## src/rtl/enc_speed.sv

```systemverilog
// enc_speed: velocity meter behind the quadrature decoder.
// Filters the asynchronous 8-bit position count, accumulates signed
// wrap-aware step deltas over a fixed window of WINDOW clocks and
// publishes the saturated result with a one-cycle valid pulse.
// Optional feature macro: ENC_SPEED_AVG_EN (4-window moving average).
module enc_speed #(
  parameter int WINDOW = 1000,
  parameter int SW     = 16
) (
  input  logic                 clk,
  input  logic                 rst_n,
  input  logic                 en,
  input  logic [7:0]           cnt,
  output logic signed [SW-1:0] speed,
  output logic                 dir,
  output logic                 sat,
  output logic                 valid
);

  localparam int WW = (WINDOW > 1) ? $clog2(WINDOW) : 1;
  localparam logic [WW-1:0] WLAST = WW'(WINDOW - 1);
  // Symmetric clip limits, one bit wider than the result so sums fit.
  localparam logic signed [SW:0] MAXV = {2'b00, {(SW-1){1'b1}}};
  localparam logic signed [SW:0] MINV = -MAXV;

  typedef enum logic {
    IDLE = 1'b0,
    RUN  = 1'b1
  } state_t;

  state_t state, state_nxt;
  logic   run;

  logic [7:0]           s1, s2, stable, stable_nxt;
  logic signed [7:0]    d;
  logic signed [SW-1:0] acc, res;
  logic signed [SW:0]   sum;
  logic                 clip, clip_now, win_end;
  logic [WW-1:0]        wcnt;

  // Two-stage synchroniser; stable only accepts a value seen twice in a row.
  // NOTE: sequential state uses non-blocking assignments so every register
  // samples the pre-edge values and the stage order does not matter.
  always_ff @(posedge clk or negedge rst_n) begin
    if (!rst_n) begin
      s1     <= '0;
      s2     <= '0;
      stable <= '0;
    end else begin
      s1     <= cnt;
      s2     <= s1;
      stable <= stable_nxt;
    end
  end

  assign stable_nxt = (s1 == s2) ? s2 : stable;

  // The registered stable value is the previous sample: the delta is taken
  // between the value being loaded and the one held, so a cnt change lands
  // in acc on the third edge. Modulo-256 subtraction handles the 255->0 wrap.
  assign d = stable_nxt - stable;

  // Saturating add of the delta into the running window sum.
  assign sum      = {acc[SW-1], acc} + {{(SW-7){d[7]}}, d};
  assign clip_now = (sum > MAXV) || (sum < MINV);
  assign res      = !clip_now ? sum[SW-1:0]
                  : (sum[SW] ? MINV[SW-1:0] : MAXV[SW-1:0]);
  assign win_end  = run && (wcnt == WLAST);

  // Mode register.
  always_ff @(posedge clk or negedge rst_n) begin
    if (!rst_n) state <= IDLE;
    else        state <= state_nxt;
  end

  // Next-state: the window runs on every cycle en is sampled high.
  // NOTE: every always_comb output gets a default first so no path can
  // leave it unassigned and infer a latch.
  always_comb begin
    state_nxt = state;
    case (state)
      IDLE:    if (en)  state_nxt = RUN;
      RUN:     if (!en) state_nxt = IDLE;
      default: state_nxt = IDLE;
    endcase
    run = (state_nxt == RUN);
  end

  // Window counter, accumulator and sticky clip; all held at zero while idle.
  always_ff @(posedge clk or negedge rst_n) begin
    if (!rst_n) begin
      acc  <= '0;
      clip <= 1'b0;
      wcnt <= '0;
    end else if (!run || win_end) begin
      acc  <= '0;
      clip <= 1'b0;
      wcnt <= '0;
    end else begin
      acc  <= res;
      clip <= clip | clip_now;
      wcnt <= wcnt + WW'(1);
    end
  end

`ifdef ENC_SPEED_AVG_EN
  // Previous three window results; the current one completes the set of 4.
  logic signed [SW-1:0] hist [3];
  logic [2:0]           hclip;
  logic [1:0]           nwin;
  logic signed [SW+1:0] sum4;
  logic signed [SW-1:0] avg;

  assign sum4 = {{2{hist[0][SW-1]}}, hist[0]} + {{2{hist[1][SW-1]}}, hist[1]}
              + {{2{hist[2][SW-1]}}, hist[2]} + {{2{res[SW-1]}}, res};
  assign avg  = SW'(sum4 >>> 2);

  // History shift register and count of windows completed since entering RUN.
  // NOTE: this small history is reset on purpose because stale entries would
  // leak into the average; large storage arrays normally stay unreset.
  always_ff @(posedge clk or negedge rst_n) begin
    if (!rst_n) begin
      for (int i = 0; i < 3; i++) hist[i] <= '0;
      hclip <= '0;
      nwin  <= '0;
    end else if (!run) begin
      for (int i = 0; i < 3; i++) hist[i] <= '0;
      hclip <= '0;
      nwin  <= '0;
    end else if (win_end) begin
      hist[0] <= res;
      hist[1] <= hist[0];
      hist[2] <= hist[1];
      hclip   <= {hclip[1:0], clip | clip_now};
      if (nwin != 2'd3) nwin <= nwin + 2'd1;
    end
  end

  // Publish the 4-window average once the history is full.
  always_ff @(posedge clk or negedge rst_n) begin
    if (!rst_n) begin
      speed <= '0;
      dir   <= 1'b0;
      sat   <= 1'b0;
      valid <= 1'b0;
    end else begin
      valid <= win_end && (nwin == 2'd3);
      if (win_end && (nwin == 2'd3)) begin
        speed <= avg;
        dir   <= !avg[SW-1] && (avg != '0);
        sat   <= (|hclip) | clip | clip_now;
      end
    end
  end
`else
  // Publish the single-window result at the end of every window.
  always_ff @(posedge clk or negedge rst_n) begin
    if (!rst_n) begin
      speed <= '0;
      dir   <= 1'b0;
      sat   <= 1'b0;
      valid <= 1'b0;
    end else begin
      valid <= win_end;
      if (win_end) begin
        speed <= res;
        dir   <= !res[SW-1] && (res != '0);
        sat   <= clip | clip_now;
      end
    end
  end
`endif

endmodule

```

## config.mk

```make
export PLATFORM = sky130hd
export DESIGN_NAME = enc_speed
export DESIGN_NICKNAME = d
export VERILOG_FILES = /design/src/rtl/enc_speed.sv
export SDC_FILE = /design/constraint.sdc
export NUM_CORES = 1
export LEC_CHECK = 0
export BUFFER_PORTS_ARGS = -buffer_cell sky130_fd_sc_hd__buf_4
export CORE_ASPECT_RATIO = 1.1
export CORE_MARGIN = 5
export CORE_UTILIZATION = 50
export CTS_BUF_LIST = sky130_fd_sc_hd__clkbuf_4 sky130_fd_sc_hd__clkbuf_8
export CTS_CLUSTER_DIAMETER = 40
export DETAILED_ROUTE_END_ITERATION = 6
export PLACE_DENSITY_LB_ADDON = 0.1
export SLEW_MARGIN = 10
export SYNTH_ARGS = -nofsm -noshare
export SYNTH_HDL_FRONTEND = slang
export SYNTH_SLANG_ARGS = --single-unit
```

## constraint.sdc

```tcl
create_clock -name clk -period 13.58 [get_ports clk]
set_clock_uncertainty 0.15 [all_clocks]
set_input_delay 2.716 -clock clk [delete_from_list [all_inputs] [get_ports clk]]
set_output_delay 2.716 -clock clk [all_outputs]
set_load 0.1 [all_outputs]
```

==> results of run 1 <==
==> registers in the layout (all words and copies together), names as in the netlist <==
| register | count |
|---|---|
| acc | 16 |
| speed | 16 |
| wcnt | 10 |
| s1 | 8 |
| s2 | 8 |
| stable | 8 |
| clip | 1 |
| dir | 1 |
| sat | 1 |
| valid | 1 |
==> worst min-delay path by stage <==
stage,start,to,slack [ps],depth (start not counted)
6_report,s1[3]$_DFF_PN0_,s2[3]$_DFF_PN0_,250,0
2_1_floorplan,s1[0]$_DFF_PN0_,s2[0]$_DFF_PN0_,220,0
3_5_place_dp,s1[3]$_DFF_PN0_,s2[3]$_DFF_PN0_,230,0
5_1_grt,s1[5]$_DFF_PN0_,s2[5]$_DFF_PN0_,260,0
3_3_place_gp,s1[5]$_DFF_PN0_,s2[5]$_DFF_PN0_,230,0
4_1_cts,s1[3]$_DFF_PN0_,s2[3]$_DFF_PN0_,250,0
==> layout make-up <==
class,count,area share (%)
multi-input cells,291,47.0
repair buffers,29,4.74
well taps,108,2.94
clock inverters,6,1.88
clock buffers,10,2.86
flip-flops and latches,70,38.2
inverters,29,2.37
==> cell usage in the layout, fill, tap and decap left out, types with 5 or more instances in the layout <==
cell type / count
ha_1: 26
nand3_1: 8
mux2_2: 7
nand2_1: 34
inv_1: 29
dfrtp_1: 70
o21ai_0: 15
nor2_1: 37
nor3_1: 5
o21ai_1: 14
o211ai_1: 5
xor2_1: 17
xnor2_1: 14
or4_1: 5
clkbuf_8: 9
buf_4: 29
a21oi_1: 17
==> per-layer routing <==
metal	vias to the layer above	global-route usage (%)	wire (um)
met4	0	7.62	166
li1	1470	-	-
met1	1404	22.6	3900
met5	-	0	0
met3	15	3.04	219
met2	47	27.7	3980
==> worst reg2reg max path, delay by kind of cell, from the launching register on <==
kind | cells | cell delay, ps
compound gates | 11 | 2460
flops | 1 | 390
mux | 1 | 380
simple gates | 6 | 1160
fa+ha+maj | 2 | 750
xor+xnor | 2 | 970
==> per-stage QoR <==
stage	instances	area (um^2)
final	543	4590
after global routing	543	4590
after CTS	543	4590
after detailed placement	527	4370
after global placement	527	4370
after floorplan	405	4130
==> logic make-up (layout without fill, tap and decap cells) <==
family,count (synthesis),after routing
compound gates,96,96
xor+xnor,33,33
buf+inv,44,74
flops,70,70
fa+ha+maj,32,32
mux,9,9
simple gates,121,121
==> run_results.csv, run 1 <==
group,metric,value,unit
outcome,status,"finished clean",
synth,synth_common_cells,"70 x dfrtp_1, 37 x nor2_1, 34 x nand2_1",
cells_and_area,layout.nets,469,
route,dr.pass1.iters,5,
sta,finalCriticalPeriod,6390,ps
placed_design,dp.final_hpwl,6.08,mm
placed_design,port_buffers,29,
critical_path,cpMostUsedCell,"o21ai_0",
critical_path,r2r-end,"speed[5]$_DFFE_PN0P_",
route,wire_per_inst,15.2,um
global_route,track_usage,17.1,%
die,die_area,0.0102,mm^2
synth,synth.net_count,444,
synth,yosys.area_share.simple,14.7,%
global_route,grt_pass1_wl,14.0,mm
die,dieHeight,105,um
global_route,grt_max_degree,71,
sta,fin_crit_sh,47.1,%
synth,synthXorXnorAreaFrac,7.64,%
clock_tree,cts_resized,0,
sta,fmax,156,MHz
global_route,grt_pass1_vias,2913,
route,drc_errors,0,
synth,syn_area,0.00413,mm^2
cells_and_area,drive_gt1_share,19.5,%
route,postRouteAntennaNets,0,
synth,synthAdderAreaFrac,9.92,%
critical_path,r2r_start,"s2[3]$_DFF_PN0_",
sta,fin_tns_setup,0,ps
critical_path,r2r_slack,7190,ps
sta,fin_ws,7190,ps
synth,yosysSeqAreaShare,42.5,%
cells_and_area,multi_input_area,0.00216,mm^2
critical_path,worstPathCellList,"xor2_1 > nor4_1 > nand2_1 > mux2_2 > ha_1 > nor2b_1 > o21ai_0 > a21boi_0 > o21ai_0 > nand2b_1 > a21o_1 > a21oi_1 > xor2_1 > ha_1 > and3_4 > a41o_1 > a31o_4 > o41ai_2 > o32a_2 > nor2_4 > o21ai_0 > o21ai_1",
critical_path,endpoint,"speed[5]$_DFFE_PN0P_",
critical_path,worstPathArrival,6440,ps
route,vias,2936,
sta,slew-limit-headroom,30.6,%
clock_tree,clkSinkCount,70,
critical_path,crit_cells,22,
sta,report.final.slew_viol_count,0,
die,die_w,96.6,um
global_route,overflow,0,
route,viasPerCell,5.41,
synth,synthArstFlopShare,100,%
synth,synth.most_common_cell,"dfrtp_1",
clock_tree,cts_buffer_depth,2,
synth,synth_area_leaders,"dfrtp_1 42%, ha_1 7.9%, xor2_1 3.6%",
cells_and_area,fillers,754,
critical_path,path_class,"reg -> reg",
sta,holdWs,245,ps
critical_path,worstSetupStartpoint,"s2[3]$_DFF_PN0_",
cells_and_area,seq_area,0.00175,mm^2
synth,muxShareOfSynthArea,2.40,%
critical_path,crit_slowest_cell,"xor2_1",
clock_tree,cts.reportedPaths.clkPinSlew,80,ps
clock_tree,root_buffer,"clkbuf_8",
sta,finalHoldViolCount,0,
hold_path,min_path_type,"reg -> reg",
placed_design,place_congestion,0.923,
synth,yosysWarnings,0,
critical_path,critPathTopFamily,"compound AO/OA/AOI/OAI gates",
clock_tree,cts_hold_buffers,0,
synth,synth_top_area_share,42.5,%
critical_path,cp_slowest_stage_delay,800,ps
global_route,grt_antenna_before_repair,0,
clock_tree,htree_num_levels,3,
run,cap_violations,0,
sta,grt_setup_unrepaired,"no",
die,start_util,51.6,%
synth,synth-compound-area-share,17.7,%
clock_tree,numCtsBuffers,9,
synth,syn-mean-instance-area,10.2,um^2
die,row_count,34,
critical_path,path_max_fanout,14,
clock_tree,post_cts_buffers,0,
critical_path,cp-end-kind,"flip-flop",
critical_path,start_kind,"flip-flop",
critical_path,cp_num_buf_inv,0,
synth,synth_top_family_by_area,"compound AO/OA/AOI/OAI gates",
die,io_pins,30,
synth,ys_ff_latch,70,
clock_tree,clk_latency,350,ps
critical_path,reg2reg_depth,22,
synth,postSynthCellCount,405,
die,coreArea,0.00800,mm^2
synth,yosys.area.top_type,"dfrtp_1",
cells_and_area,post-route-util,57.4,%
clock_tree,tritoncts,"yes",
sta,setup_viol,0,
sta,tightest_slew,1040,ps
synth,synth_edf_count,0,
synth,synth_cell_types,79,
route,drt-initial-drc-count,120,
placed_design,place_ws,7180,ps
synth,synth_flop_cell,"dfrtp_1",
critical_path,worstPathRequired,13630,ps
cells_and_area,antenna_cells,0,
cells_and_area,area_growth,11.3,%
route,routed_wl,8.26,mm
Power of run 1 is left out: the tool's default activity adds up to more than one toggle a clock period on the data nets, which glitch-free logic cannot reach.
==> inputs of run 2 (changes only) <==
==> constraint.sdc (replaced) <==
create_clock -name clk -period 5.8 [get_ports clk]
set_clock_uncertainty 0.15 [all_clocks]
set_input_delay 1.16 -clock clk [delete_from_list [all_inputs] [get_ports clk]]
set_output_delay 1.16 -clock clk [all_outputs]
set_load 0.1 [all_outputs]
==> run 2 against run 1 <==
Against the previous run:
- register-to-register slack worse by 6800 ps
- largest cell class unchanged
- via count about the same
- cell area increased by 0.76%
- non-clock buffer count rose by 7
- setup slack got worse by 6800 ps
- routed wire length down 0.50%
==> run_results.csv, run 2 (synthesis results as in run 1) <==
group,metric,value,unit
route,postRouteAntennaNets,0,
sta,tightest_slew,1060,ps
clock_tree,clkSinkCount,70,
critical_path,reg2reg_depth,23,
hold_path,hold_path_depth,0,
route,vias,2934,
die,start_util,51.6,%
critical_path,path_max_fanout,9,
sta,fmax,185,MHz
hold_path,hp-start,"s1[1]$_DFF_PN0_",
critical_path,start_kind,"flip-flop",
die,io_pins,30,
cells_and_area,post-route-util,57.8,%
clock_tree,cts_buffer_depth,2,
critical_path,worstPathArrival,5470,ps
cells_and_area,layout.nets,476,
global_route,grt_pass1_wl,14.2,mm
route,viasPerCell,5.33,
clock_tree,clk_latency,340,ps
clock_tree,root_buffer,"clkbuf_8",
die,row_count,34,
critical_path,r2r_slack,380,ps
critical_path,r2r_start,"s2[1]$_DFF_PN0_",
sta,finalHoldViolCount,0,
route,dr.pass1.iters,4,
global_route,grt_max_degree,71,
global_route,track_usage,17.0,%
cells_and_area,top_regs,"acc x16, speed x16, wcnt x10",
die,die_w,96.6,um
clock_tree,htree_num_levels,3,
critical_path,cp-end-kind,"flip-flop",
route,wire_per_inst,14.9,um
global_route,grt_pass1_vias,2966,
critical_path,r2r-end,"speed[11]$_DFFE_PN0P_",
cells_and_area,antenna_cells,0,
clock_tree,tritoncts,"yes",
hold_path,min_path_type,"reg -> reg",
run,cap_violations,0,
route,routed_wl,8.22,mm
global_route,grt_antenna_before_repair,0,
die,die_area,0.0102,mm^2
cells_and_area,layout_common_cells,"70 x dfrtp_1, 37 x nor2_1, 36 x buf_4, 34 x nand2_1, 29 x inv_1",
outcome,status,"finished clean",
route,drt-initial-drc-count,105,
sta,grt_setup_unrepaired,"no",
critical_path,path_class,"reg -> reg",
sta,slew-limit-headroom,29.2,%
cells_and_area,layout_commonest_cell,"dfrtp_1",
cells_and_area,fillers,737,
critical_path,worstPathRequired,5850,ps
cells_and_area,area_growth,12.1,%
global_route,overflow,0,
placed_design,dp.final_hpwl,6.05,mm
sta,report.final.slew_viol_count,0,
die,dieHeight,105,um
sta,fin_crit_sh,93.4,%
placed_design,place_congestion,0.815,
sta,setup_viol,0,
clock_tree,cts_hold_buffers,0,
hold_path,hold_end,"s2[1]$_DFF_PN0_",
clock_tree,cts.reportedPaths.clkPinSlew,80,ps
sta,finalCriticalPeriod,5420,ps
placed_design,port_buffers,29,
route,drc_errors,0,
clock_tree,numCtsBuffers,9,
cells_and_area,drive_gt1_share,21.7,%
sta,fin_tns_setup,0,ps
die,coreArea,0.00800,mm^2
[run 2: cell count changes in the layout (fill, tap and decap cells not counted), sizes merged]
cell / before / now
inv: 29 / 31
clkinvlp: 1 / 3
bufinv: 2 / 0
buf: 29 / 36
clkinv: 3 / 1
[run 2: routing by layer]
metal | vias to the layer above | GRT usage (%) | wire, um
met5 | - | 0 | 0
met4 | 0 | 6.42 | 114
met3 | 9 | 3.10 | 299
met2 | 54 | 27.7 | 3880
met1 | 1382 | 22.7 | 3920
li1 | 1489 | - | -
[run 2: worst max-delay path by stage]
stage,end,slack [ps],start
2_1_floorplan,speed[11]$_DFFE_PN0P_,400,s1[5]$_DFF_PN0_
3_3_place_gp,speed[11]$_DFFE_PN0P_,340,s2[7]$_DFF_PN0_
3_5_place_dp,speed[11]$_DFFE_PN0P_,290,s2[1]$_DFF_PN0_
4_1_cts,acc[0]$_DFF_PN0_,260,s2[1]$_DFF_PN0_
5_1_grt,speed[3]$_DFFE_PN0P_,50,s2[3]$_DFF_PN0_
6_report,speed[11]$_DFFE_PN0P_,380,s2[1]$_DFF_PN0_
[run 2: stage by stage]
stage                     setup WS, ps  cell area (um^2)  std cells  hold WS [ps]
final                              385              4630        550           245
after global routing              51.6              4630        550           249
after CTS                          256              4590        548           249
after detailed placement           290              4410        532           231
after global placement             342              4410        532           228
after floorplan                    403              4130        405           222
[run 2: area by class of cell]
type	count	area [um^2]	area share [%]
Multi-Input combinational cell	291	2180	47.1
Inverter	29	109	2.35
Timing Repair Buffer	36	270	5.84
Sequential cell	70	1750	37.9
Clock buffer	10	138	2.98
Tap cell	108	135	2.92
Clock inverter	6	45.0	0.974
[run 2: worst max-delay path: stages (launching register included)]
cell	delay (ps)
dfrtp_1	400
xor2_1	170
nor4_1	260
nand2_1	110
buf_4	190
mux2_2	290
ha_1	320
o21ai_0	110
a21boi_0	140
o21ai_0	170
nand2b_1	100
a21o_1	190
a21oi_2	170
xor2_2	270
ha_2	380
and3_4	210
a41o_1	240
a31o_4	240
o41ai_2	220
o32a_2	290
buf_4	150
nand2_4	70
a31oi_1	300
o21ai_1	110
[run 2: repair_timing]
item / 4_1_cts / 5_1_grt
gates resized for setup: 0 / 4
endpoints found under the setup margin: 0 / 22
buffers inserted: 0 / 2
Power of run 2 is left out for the same reason.
==> inputs of run 3 (changes only) <==
--- a/config.mk
+++ b/config.mk
@@ -5,6 +5,7 @@
 export SDC_FILE = /design/constraint.sdc
 export NUM_CORES = 1
 export LEC_CHECK = 0
+export ABC_AREA = 1
 export BUFFER_PORTS_ARGS = -buffer_cell sky130_fd_sc_hd__buf_4
 export CORE_ASPECT_RATIO = 1.1
 export CORE_MARGIN = 5
==> run 3 against run 2 <==
Against the previous run:
- routed wire length up 8.6%
- hold slack better by 1.1 ps
- synthesized cell count up 25%
- utilization up 1.7 points
- setup slack better by 130 ps
- maximum frequency up 2.4%
- register-to-register slack better by 130 ps
- count of clock-buffer cells in the layout down 1
- first-iteration DRC count up 64%
- cell count up 20%
- critical endpoint is now dir$_DFFE_PN0P_
==> run_results.csv, run 3 <==
group,metric,value,unit
outcome,status,"finished clean",
sta,grt_setup_unrepaired,"no",
synth,synth_cell_types,34,
route,drt-initial-drc-count,172,
critical_path,cpMostUsedCell,"nand2_1",
placed_design,place_ws,142,ps
route,viasPerCell,5.04,
sta,fin_tns_setup,0,ps
synth,ys_ff_latch,70,
global_route,track_usage,19.3,%
placed_design,port_buffers,29,
clock_tree,tritoncts,"yes",
clock_tree,htree_num_levels,3,
sta,fin_crit_sh,91.2,%
die,dieHeight,104,um
clock_tree,numCtsBuffers,9,
sta,slew-limit-headroom,42.8,%
critical_path,worstPathRequired,5900,ps
die,start_util,51.0,%
critical_path,cp_slowest_stage_delay,400,ps
critical_path,crit_slowest_cell,"dfrtp_1",
synth,yosysWarnings,0,
cells_and_area,top_regs,"acc x16, speed x16, wcnt x10",
clock_tree,clkSinkCount,70,
sta,tightest_slew,856,ps
sta,setup_viol,0,
cells_and_area,drive_gt1_share,16.2,%
die,io_pins,30,
synth,synth.net_count,546,
cells_and_area,antenna_cells,0,
synth,synthArstFlopShare,100,%
synth,synth_top_area_share,43.4,%
sta,fmax,189,MHz
critical_path,cp_num_buf_inv,3,
critical_path,path_max_fanout,13,
clock_tree,clk_latency,350,ps
die,coreArea,0.00791,mm^2
synth,synth_common_cells,"133 x nand2_1, 70 x dfrtp_1, 66 x inv_1",
synth,syn-mean-instance-area,7.96,um^2
critical_path,worstPathArrival,5390,ps
route,drc_errors,0,
die,die_w,95.7,um
synth,synth_area_leaders,"dfrtp_1 43%, nand2_1 12%, ha_1 8.1%",
synth,synth_flop_cell,"dfrtp_1",
cells_and_area,fillers,744,
route,vias,3322,
global_route,grt_pass1_vias,3324,
cells_and_area,multi_input_area,0.00208,mm^2
cells_and_area,layout_commonest_cell,"nand2_1",
synth,synth.most_common_cell,"nand2_1",
placed_design,place_congestion,0.900,
hold_path,min_path_type,"reg -> reg",
critical_path,path_class,"reg -> reg",
global_route,grt_max_degree,71,
route,wire_per_inst,13.5,um
cells_and_area,layout_common_cells,"130 x nand2_1, 70 x dfrtp_1, 65 x inv_1, 46 x nor2_1, 33 x buf_4",
die,row_count,34,
critical_path,start_kind,"flip-flop",
sta,finalCriticalPeriod,5290,ps
clock_tree,root_buffer,"clkbuf_8",
clock_tree,cts_hold_buffers,0,
cells_and_area,area_growth,16.7,%
synth,yosysSeqAreaShare,43.4,%
global_route,overflow,0,
global_route,grt_pass1_wl,15.4,mm
run,cap_violations,0,
critical_path,cp-end-kind,"flip-flop",
synth,yosys.area.top_type,"dfrtp_1",
route,routed_wl,8.92,mm
route,dr.pass1.iters,4,
synth,syn_area,0.00404,mm^2
sta,finalHoldViolCount,0,
synth,synth_edf_count,0,
synth,postSynthCellCount,507,
sta,fin_ws,511,ps
cells_and_area,layout.nets,585,
die,die_area,0.00997,mm^2
global_route,grt_antenna_before_repair,0,
cells_and_area,seq_area,0.00175,mm^2
route,postRouteAntennaNets,0,
clock_tree,cts_buffer_depth,2,
clock_tree,cts.reportedPaths.clkPinSlew,80,ps
placed_design,dp.final_hpwl,6.64,mm
sta,report.final.slew_viol_count,0,
critical_path,critPathTopFamily,"simple AND/OR/NAND/NOR gates",
## run 3: cell types whose count changed after synthesis, sizes merged, moves of 5 or more
cell,delta
inv,+44
nor2,+11
and3,-5
or4,-5
nand3,+20
o211ai,-6
buf,-6
xnor2,-10
nand2,+104
a21oi,+13
a211oi,-5
mux2,-7
and2,-5
## run 3: worst paths after layout
check / slack (ps) / cells after the start / endpoint / start
min in group asynchronous: 760 / 1 / s2[5]$_DFF_PN0_ / rst_n
max: 510 / 31 / dir$_DFFE_PN0P_ / s2[3]$_DFF_PN0_
min reg2reg: 250 / 0 / s2[2]$_DFF_PN0_ / s1[2]$_DFF_PN0_
max reg2reg: 510 / 31 / dir$_DFFE_PN0P_ / s2[3]$_DFF_PN0_
max in group asynchronous: 4180 / 1 / acc[11]$_DFF_PN0_ / rst_n
min: 250 / 0 / s2[2]$_DFF_PN0_ / s1[2]$_DFF_PN0_
## run 3: metrics by stage
step	hold slack, ps	utilization, %	cells	instance area [um^2]
2_1_floorplan	222	-	507	4040
3_3_place_gp	225	55.2	639	4370
3_5_place_dp	229	55.2	639	4370
4_1_cts	248	57.7	655	4570
5_1_grt	273	59.5	659	4710
6_report	246	59.5	659	4710
## run 3: cell type report
class / instances / area share, %
well taps: 108 / 2.87
multi-input cells: 358 / 44.3
inverters: 73 / 5.92
clock inverters: 7 / 1.70
repair buffers: 34 / 5.42
flip-flops and latches: 70 / 37.2
clock buffers: 9 / 2.63
## run 3: kinds of logic after synthesis
kind of cell	count (synthesis)	synth area share (%)
fa+ha+maj	28	9.05
xor+xnor	21	5.21
flops	70	43.4
buf+inv	79	7.54
compound gates	71	9.80
simple gates	238	25.0
## run 3: layer usage
| metal | vias to the layer above | wire length, um | global-route usage (%) |
|---|---|---|---|
| met5 | - | 0 | 0 |
| met4 | 0 | 129 | 6.00 |
| met3 | 13 | 235 | 3.69 |
| met2 | 41 | 4340 | 30.0 |
| met1 | 1576 | 4220 | 27.2 |
| li1 | 1692 | - | - |
## run 3: timing repair
item,in CTS,in global routing
setup buffers,0,3
gates resized for setup,0,29
endpoints found under the setup margin,0,33
Power of run 3 is left out for the same reason.
